==> config.mk <==
export PLATFORM = sky130hd
export DESIGN_NAME = branch_predictor
export DESIGN_NICKNAME = d
export VERILOG_FILES = /design/src/rtl/branch_predictor.sv
export SDC_FILE = /design/constraint.sdc
export NUM_CORES = 1
export LEC_CHECK = 0
export ABC_AREA = 1
export CAP_MARGIN = 10
export CORE_ASPECT_RATIO = 0.8
export CORE_UTILIZATION = 48
export DETAILED_ROUTE_END_ITERATION = 10
export HOLD_SLACK_MARGIN = 0.02
export PLACE_DENSITY_LB_ADDON = 0.05
export SLEW_MARGIN = 20
export SYNTH_ARGS = -nofsm -noshare
export SYNTH_HDL_FRONTEND = slang
export SYNTH_SLANG_ARGS = --single-unit
export TNS_END_PERCENT = 100
==> constraint.sdc <==
create_clock -name clk -period 3.7 [get_ports clk]
set_clock_uncertainty 0.05 [all_clocks]
set_input_delay 0.74 -clock clk [delete_from_list [all_inputs] [get_ports clk]]
set_output_delay 0.74 -clock clk [all_outputs]
set_load 0.01 [all_outputs]
==> src/rtl/branch_predictor.sv <==
// branch_predictor: 2-bit saturating-counter direction predictor with init walk and statistics
module branch_predictor #(
   parameter int INDEX_BITS = 6,
   parameter int XLEN       = 32,
   parameter int CNT_W      = 32
) (
   input  logic             clk,
   input  logic             rst_n,
   input  logic             lk_valid,
   input  logic [XLEN-1:0]  lk_pc,
   output logic             pred_valid,
   output logic             pred_taken,
   output logic             ready,
   input  logic             upd_valid,
   input  logic [XLEN-1:0]  upd_pc,
   input  logic             upd_taken,
   input  logic             upd_pred_taken,
   output logic             mispredict,
   output logic [CNT_W-1:0] br_count,
   output logic [CNT_W-1:0] miss_count
);
   localparam int ENTRIES = 1 << INDEX_BITS;
   typedef enum logic {INIT, RUN} state_t;
   state_t                state, state_nxt;
   logic [INDEX_BITS-1:0] init_idx;
   logic [1:0]            tbl [ENTRIES];
   logic [INDEX_BITS-1:0] lk_idx, upd_idx;
   logic [1:0]            upd_cur, upd_nxt;
   logic                  unused_pc;
   assign lk_idx    = lk_pc[INDEX_BITS+1:2];
   assign upd_idx   = upd_pc[INDEX_BITS+1:2];
   assign upd_cur   = tbl[upd_idx];
   assign ready     = state == RUN;
   assign unused_pc = ^{lk_pc[XLEN-1:INDEX_BITS+2], lk_pc[1:0], upd_pc[XLEN-1:INDEX_BITS+2], upd_pc[1:0]};
   // next state: leave INIT once the last entry is written; saturating counter step
   always_comb begin
      state_nxt = (state == INIT && (&init_idx)) ? RUN : state;
      upd_nxt   = upd_taken ? ((&upd_cur) ? upd_cur : upd_cur + 2'd1)
                            : ((|upd_cur) ? upd_cur - 2'd1 : upd_cur);
   end
   // state register and init walk pointer
   always_ff @(posedge clk) begin
      if (!rst_n) begin
         state    <= INIT;
         init_idx <= '0;
      end else begin
         state    <= state_nxt;
         init_idx <= init_idx + INDEX_BITS'(state == INIT);
      end
   end
   // single write port: init walk owns it in INIT, training updates in RUN
   always_ff @(posedge clk) begin
      if (rst_n && state == INIT)
         tbl[init_idx] <= 2'b01;
      else if (rst_n && upd_valid)
         tbl[upd_idx] <= upd_nxt;
   end
   // registered prediction (read-before-write), mispredict pulse, saturating statistics
   always_ff @(posedge clk) begin
      if (!rst_n) begin
         pred_valid <= 1'b0;
         pred_taken <= 1'b0;
         mispredict <= 1'b0;
         br_count   <= '0;
         miss_count <= '0;
      end else begin
         pred_valid <= lk_valid;
         pred_taken <= lk_valid & ready & tbl[lk_idx][1];
         mispredict <= upd_valid & (upd_taken ^ upd_pred_taken);
         br_count   <= br_count + CNT_W'(upd_valid && !(&br_count));
         miss_count <= miss_count + CNT_W'(upd_valid && (upd_taken ^ upd_pred_taken) && !(&miss_count));
      end
   end
endmodule

* Word-level counts from Yosys, hierarchy flattened
Memory sizes are Yosys's and may differ from the RTL's. Index checks and enable logic that the tools add are counted.
Cells by class: order comparisons 0, bitwise gates (word level) 5, $add $sub $neg 5, multipliers 0, multiplexer cells 11, shift operators 0, reduce and logical (&&, ||, !) cells 14, div/mod/pow operators 0, equal/unequal tests 0
Operators with widths (count):
- adder 32 x 1 -> 32 bit | 2
- AND reduction 32 bit | 2
- two-way mux 2 bit | 4
- adder 6 x 1 -> 6 bit | 1
- logical AND 1 bit | 6
- two-way mux 1 bit | 6
- two-way mux 6 bit | 1
- AND reduction 6 bit | 1
- OR reduction 2 bit | 2
- bitwise AND 1 bit | 3
- adder 2 x 1 -> 2 bit, second input constant | 1
- logical NOT 1 bit | 2
- AND reduction 2 bit | 1
- subtractor 2 x 1 -> 2 bit, second input constant | 1
- NOT 1 bit | 1
- XOR 1 bit | 1
Storage, ports and cells: input bits 70, bits in read-only memories 0, logic and storage cells 43, latch bits 0, register bits 74, output and inout port bits 68, RAM bits 128, memories 1
Memories:
- tbl | words 64, bits a word 2, rd ports 2, clocked after memory_dff 0, write ports 1, RTL line 26 | logic [1:0] tbl [ENTRIES];

* Depth between registers and ports, before layout
depth after elaboration 6, gate-level depth with buffers 17, mapped depth without buffers 17

* Worst setup path after synthesis
OpenSTA, ideal clock, no wires.
kind in2reg, start input upd_pc[4], end memory tbl[0][1] (data pin), arrival time 3.346 ns, path buffers 2, data required time 3.149 ns, setup slack -0.197 ns, library setup time 0.501 ns, stages 11, path through buf_2 > inv_1 > clkbuf_1 > nand3_1 > nand2_1 > nand2_1 > nand3_1 > nand3_1 > nand3b_1 > nand2_1 > nor2_1
Between the ends: cells in the longest elaborated chain, start to end 5, elaborated cells on any way between the ends 9, those cells by class 2 x add/sub; 4 x mux; 2 x reduce/logical; 1 x memory
RTL lines:
- from (decl) | RTL line 15 | input logic [XLEN-1:0] upd_pc,
- memory read (64 x 2 bit) *
- subtractor 2 x 1 -> 2 bit, or another cell as far along | RTL line 39 | : ((|upd_cur) ? upd_cur - 2'd1 : upd_cur);
- two-way mux 2 bit (on tied branches) | RTL line 39, 38
- two-way mux 2 bit * | RTL line 38 | upd_nxt = upd_taken ? ((&upd_cur) ? upd_cur : upd_cur + 2'd1)
- two-way mux 2 bit (no line) *
- to (decl) | RTL line 26
Every way passes the cells marked *; elsewhere a longest branch is shown, timed or not.

* Final worst setup path
start input upd_valid, end register miss_count[26]
Between the ends: cells in the longest elaborated chain, start to end 3
RTL lines:
- from (decl) | RTL line 14 | input logic upd_valid,
- logical AND 1 bit (2 in series) | RTL line 71 | miss_count <= miss_count + CNT_W'(upd_valid && (upd_taken ^ upd_pred_taken) && !(&miss_count));
- adder 32 x 1 -> 32 bit | RTL line 71
- to (signal assigned) | RTL line 71
- to (decl) | RTL line 20 | output logic [CNT_W-1:0] miss_count
Every way passes these cells. A chain may end at the register's enable or synchronous reset.

==> results.sh <==
export IMPL_p_leak_nw=4.24
export IMPL_r2r_start="miss_count[24]$_SDFF_PN0_"
export IMPL_cts_buffers=21
export IMPL_drt_iter0_drc=714
export IMPL_drc=0
export IMPL_reg2regPathDepth=15
export IMPL_crit_path_end_kind="flop"
export IMPL_final_common_cell="nand2_1"
export IMPL_area_delta_synth_final_pct=19.6
export IMPL_rsz0062_at_grt="no"
export IMPL_crit_required_ns=4.05
export IMPL_drt_pass1_iterations=5
export IMPL_critPathArrivalTime_ns=3.37
export IMPL_post_cts_buffers=0
export IMPL_clockBufferDepth=3
export IMPL_crit_end="miss_count[26]$_SDFF_PN0_"
export IMPL_dieWidth_microns=161
export IMPL_postCtsHoldBufs=0
export IMPL_async_reset_ff_frac=0
export IMPL_core_sq_mm=0.0199
export IMPL_initial_core_util=0.490
export IMPL_syn_num_nets=1217
export IMPL_path_clk_slew_ns=0.06
export IMPL_diodes=0
export IMPL_synth_flop_cell="edfxtp_1"
export IMPL_wl_per_cell_microns=17.2
export IMPL_grt_max_degree=66
export IMPL_ir_worst_vdd_mv=0.289
export IMPL_routed_wirelength_mm=25.9
export IMPL_clockRootBuffer="clkbuf_16"
export IMPL_vias=8167
export IMPL_layout_setup_ws_ns=0.676
export IMPL_fp_dieH_microns=129
export IMPL_rows=46
export IMPL_grt_pass1_vias=7293
export IMPL_fin_crit_sh=0.817
export IMPL_nNetsFinal=1308
export IMPL_hold_violations=0
export IMPL_cts_tree="done"
export IMPL_ys_seq_area_frac=0.548
export IMPL_timing_fmax_ghz=0.331
export IMPL_clock_latency_ns=0.51
export IMPL_final_cell_mix="273 x nand2_1, 148 x nor2_1, 146 x nand3_1"
export IMPL_min_path_type="flop to flop"
export IMPL_postLayoutCoreUtil=0.586
export IMPL_setup_tns_ns=0
export IMPL_avgSynthCellArea_sq_um=8.53
export IMPL_synth_warnings=0
export IMPL_io_buffer_count=85
export IMPL_cp_max_fo=5
export IMPL_ys_seq_elements=202
export IMPL_hpwlAfterDp_mm=17.2
export IMPL_antenna_found_initial=0
export IMPL_multi_input_area_sq_mm=0.00389
export IMPL_synthesis_instances=1140
export IMPL_numClockSinks=202
export IMPL_grt_ovfl_total=0
export IMPL_synth_area_sq_mm=0.00972
export IMPL_io_pins=138
export IMPL_startpoint="upd_valid"
export IMPL_viasPerCell=5.41
export IMPL_ant_nets=0
export IMPL_cp_start_kind="primary input"
export IMPL_worstReg2RegEnd="miss_count[30]$_SDFF_PN0_"
export IMPL_drv_slew=0
export IMPL_fillers=1824
export IMPL_power_density_mw_per_mm2=406
export IMPL_grt_pass1_wl_mm=39.8
export IMPL_track_usage=0.247
export IMPL_cts_htree_levels=1
export IMPL_critical_path_class="primary input to flop"
export IMPL_netlist_cell_type_count=45
export IMPL_tightest_slew_ns=0.672
export IMPL_setup_viol=0
export IMPL_status="completed"
export IMPL_r2r_slack_ns=0.87
export IMPL_drive_gt1_frac=0.0762
export IMPL_relSlewSlack=0.550
export IMPL_preCtsSetupSlack_ns=0.209
export IMPL_total_power_mw=4.72
export IMPL_synth_edf_count=128
export IMPL_cts_resized_gates=0
export IMPL_design_die_area_sq_mm=0.0208
export IMPL_maxCapViolations=0
export IMPL_min_period_ns=3.02
export IMPL_place_congestion=0.848
export IMPL_seq_area_sq_mm=0.00533
kinds of logic (layout without fill, tap and decap cells):
logic type,Yosys count,count (layout),share of synthesized area
AND/OR/NAND/NOR,658,658,0.302
AO/OA/AOI/OAI,130,130,0.0788
buffers and inverters,132,238,0.0528
flip-flops,202,202,0.548
XOR/XNOR,11,11,0.00991
adder cells (fa/ha/maj),7,7,0.00901
cell usage after synthesis (6+ instances only):
| master | n | area (sq um) |
|---|---|---|
| o21ai_0 | 46 | 230 |
| ha_1 | 7 | 87.6 |
| nand4_1 | 21 | 131 |
| buf_1 | 6 | 22.5 |
| nor2_1 | 149 | 559 |
| inv_1 | 79 | 297 |
| a21oi_1 | 51 | 255 |
| nand2_1 | 273 | 1020 |
| edfxtp_1 | 128 | 3840 |
| buf_2 | 8 | 40.0 |
| xnor2_1 | 6 | 52.6 |
| nor4_1 | 13 | 81.3 |
| inv_2 | 10 | 37.5 |
| dfxtp_1 | 74 | 1480 |
| o31ai_1 | 6 | 45.0 |
| nand3_1 | 146 | 731 |
| nor3_1 | 26 | 130 |
| clkbuf_1 | 27 | 101 |
metal layers:
metal	vias to the layer above	share of wire	global-route usage
met5	-	0	0
met1	3792	0.47	0.367
met2	267	0.43	0.382
met3	32	0.077	0.0391
met4	0	0.016	0.0544
li1	4076	-	-
stage by stage:
step / cells / hold slack, ns / area [sq um]
after floorplan: 1140 / 0.411 / 9730
after global placement: 1472 / 0.412 / 11000
after detailed placement: 1472 / 0.416 / 11000
after CTS: 1510 / 0.425 / 11600
after global routing: 1510 / 0.452 / 11600
final: 1510 / 0.425 / 11600
worst max-delay path, cell delays in order:
cell and delay [ns]:
clkdlybuf4s50_1 0.47, inv_1 0.06, a21oi_1 0.09, o21ai_0 0.17, a31oi_1 0.20, ha_1 0.23, ha_1 0.21, nand2_1 0.11
nor2_1 0.22, nand2_1 0.12, nor2_1 0.20, nand3_1 0.09, inv_1 0.14, nand3_1 0.10, o21ai_0 0.16, a21oi_1 0.06
worst min-delay path by stage:
stage / end / start / cells after the start
6_report: br_count[29]$_SDFF_PN0_ / br_count[29]$_SDFF_PN0_ / 2
5_1_grt: br_count[29]$_SDFF_PN0_ / br_count[29]$_SDFF_PN0_ / 2
4_1_cts: br_count[29]$_SDFF_PN0_ / br_count[29]$_SDFF_PN0_ / 2
3_5_place_dp: br_count[29]$_SDFF_PN0_ / br_count[29]$_SDFF_PN0_ / 2
3_3_place_gp: br_count[29]$_SDFF_PN0_ / br_count[29]$_SDFF_PN0_ / 2
2_1_floorplan: init_idx[3]$_SDFF_PN0_ / init_idx[3]$_SDFF_PN0_ / 2
sequential cells by signal, summed over array words and instances, names as in the netlist:
signal,flops
tbl,128
br_count,32
miss_count,32
init_idx,6
mispredict,1
pred_taken,1
pred_valid,1
ready,1
area by class of cell:
| type | instances | area share |
|---|---|---|
| Sequential cell | 202 | 0.458 |
| Multi-Input combinational cell | 806 | 0.335 |
| Timing Repair Buffer | 110 | 0.0943 |
| Clock buffer | 29 | 0.0495 |
| Inverter | 90 | 0.0291 |
| Tap cell | 264 | 0.0284 |
| Clock inverter | 9 | 0.00613 |
where the power goes:
group | internal, mW | switching, mW
sequential | 2.38 | 0.00947
clock | 1.16 | 0.852
combinational | 0.107 | 0.212
No activity file was read; power rests on OpenSTA's default activity.
